[src/rtl/alu16b_bist_if.sv]
// alu16b_bist_if: operand/result bus between the BIST driver and alu16b.
// master drives op/inv/A/B and samples R/ovfl/zero; slave is the ALU side.
interface alu16b_bist_if;
  logic [2:0]  op;
  logic        inv;
  logic [15:0] A;
  logic [15:0] B;
  logic [15:0] R;
  logic        ovfl;
  logic        zero;

  modport master (
    output op, inv, A, B,
    input  R, ovfl, zero
  );

  modport slave (
    input  op, inv, A, B,
    output R, ovfl, zero
  );
endinterface

[src/rtl/alu16b_bist_driver.sv]
// alu16b_bist_driver: runs NUM_VEC ROM vectors through alu16b, counts mismatches.
// Optional first-mismatch capture of R/flags with `define ALU_BIST_CAPTURE_EN.
module alu16b_bist_driver #(
  parameter int NUM_VEC    = 8,
  parameter int IDX_W      = 3,
  parameter int SETTLE_CYC = 2
) (
  input  logic             clk,
  input  logic             rst_n,
  input  logic             start,
  output logic [IDX_W-1:0] vec_idx,
  input  logic [2:0]       vec_op,
  input  logic             vec_inv,
  input  logic [15:0]      vec_A,
  input  logic [15:0]      vec_B,
  input  logic [15:0]      vec_R,
  input  logic             vec_ovfl,
  input  logic             vec_zero,
  alu16b_bist_if.master    alu,
  output logic             busy,
  output logic             done,
  output logic             pass,
  output logic [IDX_W:0]   fail_cnt,
  output logic [IDX_W-1:0] first_fail,
  output logic [15:0]      cap_R,
  output logic [1:0]       cap_flags
);

  localparam logic [IDX_W-1:0] LAST = IDX_W'(NUM_VEC - 1);
  localparam logic [IDX_W:0]   FMAX = (IDX_W + 1)'(NUM_VEC);
  localparam logic [3:0]       SMAX = 4'(SETTLE_CYC - 1);

  typedef enum logic [2:0] {
    S_IDLE, S_LOAD, S_SETTLE, S_CHECK, S_DONE
  } state_t;

  state_t st, nxt;

  logic [IDX_W-1:0] idx;
  logic [3:0]       cnt;
  logic [15:0]      exp_r;
  logic             exp_ovfl;
  logic             exp_zero;

  logic accept, ld, sett, chk, fin, mis, last;

  assign vec_idx = idx;
  assign last    = (idx == LAST);

  always_ff @(posedge clk or negedge rst_n) begin
    if (!rst_n) st <= S_IDLE;
    else        st <= nxt;
  end

  always_comb begin
    nxt = st;
    unique case (st)
      S_IDLE, S_DONE: if (start) nxt = S_LOAD;
      S_LOAD:         nxt = S_SETTLE;
      S_SETTLE:       if (cnt == SMAX) nxt = S_CHECK;
      S_CHECK:        nxt = last ? S_DONE : S_LOAD;
      default:        nxt = S_IDLE;
    endcase
  end

  always_comb begin
    accept = 1'b0;
    ld     = 1'b0;
    sett   = 1'b0;
    chk    = 1'b0;
    fin    = 1'b0;
    unique case (1'b1)
      (st == S_IDLE):   accept = start;
      (st == S_LOAD):   ld     = 1'b1;
      (st == S_SETTLE): sett   = 1'b1;
      (st == S_CHECK):  chk    = 1'b1;
      (st == S_DONE): begin
        accept = start;
        fin    = ~start;
      end
      default: ;
    endcase
    mis = (alu.R != exp_r) |
          (alu.ovfl != exp_ovfl) |
          (alu.zero != exp_zero);
  end

  always_ff @(posedge clk or negedge rst_n) begin
    if (!rst_n) begin
      idx        <= '0;
      cnt        <= '0;
      exp_r      <= '0;
      exp_ovfl   <= 1'b0;
      exp_zero   <= 1'b0;
      alu.op     <= '0;
      alu.inv    <= 1'b0;
      alu.A      <= '0;
      alu.B      <= '0;
      busy       <= 1'b0;
      done       <= 1'b0;
      pass       <= 1'b0;
      fail_cnt   <= '0;
      first_fail <= '0;
    end else begin
      if (accept) begin
        idx        <= '0;
        fail_cnt   <= '0;
        first_fail <= '0;
        busy       <= 1'b1;
        done       <= 1'b0;
        pass       <= 1'b0;
      end
      if (fin) begin
        busy <= 1'b0;
        done <= 1'b1;
        pass <= (fail_cnt == '0);
      end
      if (ld) begin
        alu.op   <= vec_op;
        alu.inv  <= vec_inv;
        alu.A    <= vec_A;
        alu.B    <= vec_B;
        exp_r    <= vec_R;
        exp_ovfl <= vec_ovfl;
        exp_zero <= vec_zero;
        cnt      <= '0;
      end
      if (sett) cnt <= cnt + 4'd1;
      if (chk) begin
        if (mis) begin
          if (fail_cnt == '0) first_fail <= idx;
          if (fail_cnt != FMAX) fail_cnt <= fail_cnt + 1'b1;
        end
        if (!last) idx <= idx + 1'b1;
      end
    end
  end

`ifdef ALU_BIST_CAPTURE_EN
  always_ff @(posedge clk or negedge rst_n) begin
    if (!rst_n) begin
      cap_R     <= '0;
      cap_flags <= '0;
    end else if (accept) begin
      cap_R     <= '0;
      cap_flags <= '0;
    end else if (chk && mis && (fail_cnt == '0)) begin
      cap_R     <= alu.R;
      cap_flags <= {alu.ovfl, alu.zero};
    end
  end
`else
  assign cap_R     = '0;
  assign cap_flags = '0;
`endif

endmodule
[src/flat_wrapper.sv]
// flat-port wrapper written by rule: the top's interface ports become plain ports
module alu16b_bist_driver_flat 
#(
  parameter int NUM_VEC    = 8,
  parameter int IDX_W      = 3,
  parameter int SETTLE_CYC = 2
)
  (clk, rst_n, start, vec_idx, vec_op, vec_inv, vec_A, vec_B, vec_R, vec_ovfl, vec_zero, busy, done, pass, fail_cnt, first_fail, cap_R, cap_flags, alu_op, alu_inv, alu_A, alu_B, alu_R, alu_ovfl, alu_zero);
  alu16b_bist_if alu_i ();
  input  logic clk;
  input  logic rst_n;
  input  logic start;
  output logic [IDX_W-1:0] vec_idx;
  input  logic [2:0] vec_op;
  input  logic vec_inv;
  input  logic [15:0] vec_A;
  input  logic [15:0] vec_B;
  input  logic [15:0] vec_R;
  input  logic vec_ovfl;
  input  logic vec_zero;
  output logic busy;
  output logic done;
  output logic pass;
  output logic [IDX_W:0] fail_cnt;
  output logic [IDX_W-1:0] first_fail;
  output logic [15:0] cap_R;
  output logic [1:0] cap_flags;
  output wire logic [$bits(alu_i.op)-1:0] alu_op;
  output wire logic [$bits(alu_i.inv)-1:0] alu_inv;
  output wire logic [$bits(alu_i.A)-1:0] alu_A;
  output wire logic [$bits(alu_i.B)-1:0] alu_B;
  input wire logic [$bits(alu_i.R)-1:0] alu_R;
  input wire logic [$bits(alu_i.ovfl)-1:0] alu_ovfl;
  input wire logic [$bits(alu_i.zero)-1:0] alu_zero;
  assign alu_op = alu_i.op;
  assign alu_inv = alu_i.inv;
  assign alu_A = alu_i.A;
  assign alu_B = alu_i.B;
  assign alu_i.R = alu_R;
  assign alu_i.ovfl = alu_ovfl;
  assign alu_i.zero = alu_zero;
  alu16b_bist_driver #(.NUM_VEC(NUM_VEC), .IDX_W(IDX_W), .SETTLE_CYC(SETTLE_CYC)) u_core (.clk(clk), .rst_n(rst_n), .start(start), .vec_idx(vec_idx), .vec_op(vec_op), .vec_inv(vec_inv), .vec_A(vec_A), .vec_B(vec_B), .vec_R(vec_R), .vec_ovfl(vec_ovfl), .vec_zero(vec_zero), .alu(alu_i), .busy(busy), .done(done), .pass(pass), .fail_cnt(fail_cnt), .first_fail(first_fail), .cap_R(cap_R), .cap_flags(cap_flags));
endmodule
[config.mk]
export PLATFORM = sky130hd
export DESIGN_NAME = alu16b_bist_driver_flat
export DESIGN_NICKNAME = d
export VERILOG_FILES = /design/src/rtl/alu16b_bist_if.sv /design/src/rtl/alu16b_bist_driver.sv /design/src/flat_wrapper.sv
export SDC_FILE = /design/constraint.sdc
export NUM_CORES = 1
export LEC_CHECK = 0
export CORE_MARGIN = 1.5
export CORE_UTILIZATION = 46
export DETAILED_ROUTE_END_ITERATION = 10
export PLACE_DENSITY = 0.85
export SLEW_MARGIN = 20
export SYNTH_ARGS = -nofsm -noshare
export SYNTH_HDL_FRONTEND = slang
export SYNTH_SLANG_ARGS = --single-unit
[constraint.sdc]
create_clock -name clk -period 3.3 [get_ports clk]
set_input_delay 0.495 -clock clk [delete_from_list [all_inputs] [get_ports clk]]
set_output_delay 0.495 -clock clk [all_outputs]
set_load 0.01 [all_outputs]
Word-level counts from Yosys, hierarchy flattened. Cells that the tools add are included.

Register bits: 74. Latch bits: 0. Memory bits (writable): 0. ROM bits: 0. Logic and storage cells: 66. Memories kept: 0.

Add/sub/neg operators: 3. Multiply operators: 0. Div/mod/pow operators: 0. Order comparisons: 0. Eq/ne operators: 12. Shift operators: 0. Multiplexer cells: 27. Bitwise operators: 3. Reduce and logical (&&, ||, !) cells: 6.

Operator list (number): 3-bit two-way mux (10); 4-bit two-way mux (6); 16-bit != test (1); 3-bit case mux with 4 select lines (1); 1-bit two-way mux (10); 4-bit by 1-bit adder with 4-bit output, second input constant (2); 3-bit by 2-bit == test with 1-bit output, second input constant (2); 3-bit == test, second input constant (2); 4-bit by 1-bit == test with 1-bit output, second input constant (1); 4-bit logical NOT (1); 2-bit by 1-bit != test with 1-bit output, second input constant (2); 4-bit != test, second input constant (1); 2-bit nonzero test (2); 3-bit by 1-bit adder with 3-bit output, second input constant (1); 3-bit by 1-bit == test with 1-bit output, second input constant (1); 3-bit logical NOT (1); 1-bit != test (2); 1-bit OR (2); 2-bit AND reduction (1); 2-bit OR reduction (1); 1-bit NOT (1).

Depth between registers and ports, before layout.
Word-level depth: 7. Gate-level depth with buffers: 7.

Worst setup path before layout. No wires, ideal clock.

Path type: input -> register. From: input port alu_R[8]. To: register u_core.fail_cnt[1]. Data arrival time: 1.426 ns. Slack: 1.746 ns. Cell stages on the path: 5. Buffers on the path: 0. Path through: xnor2_1 nand4_1 nor3_4 a21oi_1 mux2_1.

Cells in the longest elaborated chain, start to end: 5.

RTL lines: from (decl) (line flat_wrapper.sv:32) `input wire logic [$bits(alu_i.R)-1:0] alu_R;`; 16-bit != test (line alu16b_bist_driver.sv:83) `mis = (alu.R != exp_r) |`; 1-bit OR (line alu16b_bist_driver.sv:83); 1-bit OR (line alu16b_bist_driver.sv:84) `(alu.ovfl != exp_ovfl) |`; 4-bit two-way mux (line alu16b_bist_driver.sv:130) `if (mis) begin`; 4-bit two-way mux (line alu16b_bist_driver.sv:129) `if (chk) begin`; to (signal assigned) (line alu16b_bist_driver.sv:132) `if (fail_cnt != FMAX) fail_cnt <= fail_cnt + 1'b1;`; to (decl) (line alu16b_bist_driver.sv:23) `output logic [IDX_W:0] fail_cnt,`.

No other way between the ends. A chain may end at the register's enable or synchronous reset.

Final worst setup path.
From: input port alu_R[15]. To: register u_core.fail_cnt[1].

Same word-level chain as after synthesis.

==> metrics <==
Pins Over Slew Limit=0; RSZ-0062 raised after global routing=false; H-tree level count=3; antenna viol nets, final=0; clock power share=0.154; Worst-Margin Slew=0.917 ns; switch share=0.342; synth warn=0; dpl ws=1.10 ns; pwr/cell area=845 nW/um2; DR iter-0 viols=165; FF-to-FF setup slack=1.52 ns; max cap viols=0; Net Sw Power=1.40 mW; CP Capture Type=flop; Mapped Avg Cell Area=12.5 um2; CTS Buffer Depth=2; GRT Overall Usage=0.190; Die ar.=7990 um2; most frequent cells in the layout=clkdlybuf4s50_1, dfrtp_1, mux2_1, mux2_2, nand2_1; Critical Path Start Type=input pin; Post-CTS Setup Bufs=0; post_cts resized=0; top-level I/O count=142; largest net degree at the start of global routing=75; combinational share of power=0.445; first-pass GRT wire length=11.3 mm; P_leak=2.03 nW; Area Growth Syn to Fin=40.8%; WP data arrival=2.09 ns; PortBufs=123; Overflow after GRT=0; Die W=89.4 um; Clock transition at path regs=0.09 ns; Sequential Power Share=0.401; Crit path required time=3.52 ns; DR WL/cell=14.1 um; post-synth cell types=32; Setup-failing EPs final=0; vias in the first global route=2,411; DR vias/cell=4.86; post-synthesis sequential area ratio=0.539; routed wire length=7.11 mm; Hold Path Class=input pin to async pin; Max Freq=0.536 GHz; final hold viol count=0; register bit total from synthesis=74; TNS Setup=0 ns; Rows=31; Max FO, Critical Path=5; Ant. Diodes=0; RD Place Congestion=0.805; minimum clock period=1.87 ns; Inserted Clock Buffers=9; CTS hold repair buffers=0; critical path type=input pin to flop; die height=89.4 um; DRC=0; drt pass-1 iters=4; Peak supply drop=0.385 mV; CTS tree=done; starting density of the core=0.474; placed cells=489; worst hold slack=0.288 ns; outcome=finished, final reports clean; cell area after synthesis=3430 um2; initial antenna violation count=0; final cell count without fillers=505; layout cells sized above 1=0.111; Skew-Pair Late Insertion Delay=0.34 ns; Mapped Cells=275; P_int=2.69 mW; Clock Sinks=74; Layout Nets=482; relative max-transition margin=0.389; CP cell instances=clkdlybuf4s50_1 > xnor2_1 > nand4_1 > nor3_4 > a21oi_1 > mux2_1; vias post-DR=2,453; final setup skew=0.00767 ns; placeable core area=7250 um2; crit share post-route=0.566; detailed placement HPWL=5.36 mm; slowest library cell on the worst path=clkdlybuf4s50_1; commonest non-fill, non-tap cell in the layout=clkdlybuf4s50_1; slowest cell delay on critical path=0.48 ns; post-route worst setup slack=1.43 ns; CTS root buf=clkbuf_8
## per-layer routing
metal  vias to the layer above  global-route usage  wire [um]  share of wire
met4                         0              0.0727        127          0.018
met5                         -                   0          0              0
met1                      1174               0.227       2870           0.40
met3                        12              0.0499        423          0.059
met2                       102               0.327       3690           0.52
li1                       1165                   -          -              -
## per-stage QoR
step / area, um2 / power, mW / util
finish: 4840 / 4.09 / 0.667
global route: 4840 / 4.39 / 0.667
CTS: 4840 / 4.14 / 0.667
detailed placement: 4660 / 3.50 / 0.642
global placement: 4660 / 3.41 / 0.642
floorplan: 3500 / 2.67 / -
## synthesized netlist by cell type
cell | instances | area share
mux2i_1 | 6 | 0.017
mux2_1 | 33 | 0.11
nand2b_1 | 2 | 0.0036
inv_2 | 1 | 0.0011
nand4_1 | 4 | 0.0073
nor2_1 | 7 | 0.0077
nor3_1 | 3 | 0.0044
nor4b_1 | 1 | 0.0026
nand2_1 | 19 | 0.021
o21ai_0 | 14 | 0.020
dfrtp_1 | 74 | 0.54
a31oi_1 | 1 | 0.0018
o22ai_1 | 1 | 0.0018
inv_1 | 8 | 0.0087
buf_4 | 18 | 0.039
conb_1 | 1 | 0.0011
mux2_2 | 22 | 0.072
a21oi_1 | 12 | 0.017
buf_6 | 5 | 0.016
nor2b_1 | 4 | 0.0073
xnor2_1 | 17 | 0.043
o2bb2ai_1 | 1 | 0.0026
a221oi_1 | 1 | 0.0026
a21o_1 | 1 | 0.0022
a22oi_1 | 1 | 0.0022
nor3_4 | 2 | 0.0095
nand3_1 | 3 | 0.0044
nor3_2 | 1 | 0.0029
clkbuf_1 | 3 | 0.0033
buf_2 | 1 | 0.0015
xor2_1 | 2 | 0.0051
ha_1 | 6 | 0.022
## worst max-delay path, delay by kind of cell
kind            cells  cell delay [ns]
simple gates        2             0.51
xor+xnor            1             0.14
compound gates      1             0.14
buf+inv             1             0.48
mux                 1             0.32
## cell families after synthesis
family / Yosys count / share of synthesized area
XOR/XNOR: 19 / 0.0485
adder cells (fa/ha/maj): 6 / 0.0219
flip-flops: 74 / 0.539
AND/OR/NAND/NOR: 46 / 0.0703
multiplexers: 61 / 0.198
other: 1 / 0.00109
AO/OA/AOI/OAI: 32 / 0.0510
buffers and inverters: 36 / 0.0703
## power by group through the flow
stage | logic [mW] | clock network [mW] | registers (mW)
5_1_grt | 2.00 | 0.686 | 1.70
6_report | 1.82 | 0.627 | 1.64
3_5_place_dp | 1.84 | 0 | 1.66
3_3_place_gp | 1.78 | 0 | 1.63
2_1_floorplan | 0.958 | 0 | 1.71
4_1_cts | 1.85 | 0.645 | 1.64
## state kept, by name (all words and copies together) (netlist names)
register and flops:
u_core.alu.A 16, u_core.alu.B 16, u_core.alu.inv 1, u_core.alu.op 3
u_core.busy 1, u_core.cnt 4, u_core.done 1, u_core.exp_ovfl 1
u_core.exp_r 16, u_core.exp_zero 1, u_core.fail_cnt 4, u_core.first_fail 3
u_core.pass 1, u_core.st 3, u_core.vec_idx 3
## area by class of cell
cell class,count,area [um2]
clock buffers,9,124
clock inverters,7,53.8
fillers,568,2420
inverters,9,33.8
multi-input cells,182,1410
flip-flops and latches,74,1850
well taps,99,124
repair buffers,125,1240
## final timing paths
| path | from | to | cells past startpoint |
|---|---|---|---|
| setup reg to reg | u_core.st[0] | u_core.alu.B[2] | 4 |
| setup / recovery | alu_R[15] | u_core.fail_cnt[1] | 6 |
| hold / removal | rst_n | u_core.alu.A[8] | 1 |
| hold reg to reg | u_core.busy | u_core.busy | 2 |
| max in group asynchronous | rst_n | u_core.exp_r[14] | 1 |
| min in group clk | u_core.busy | u_core.busy | 2 |
No activity file was read; power rests on OpenSTA's default activity.
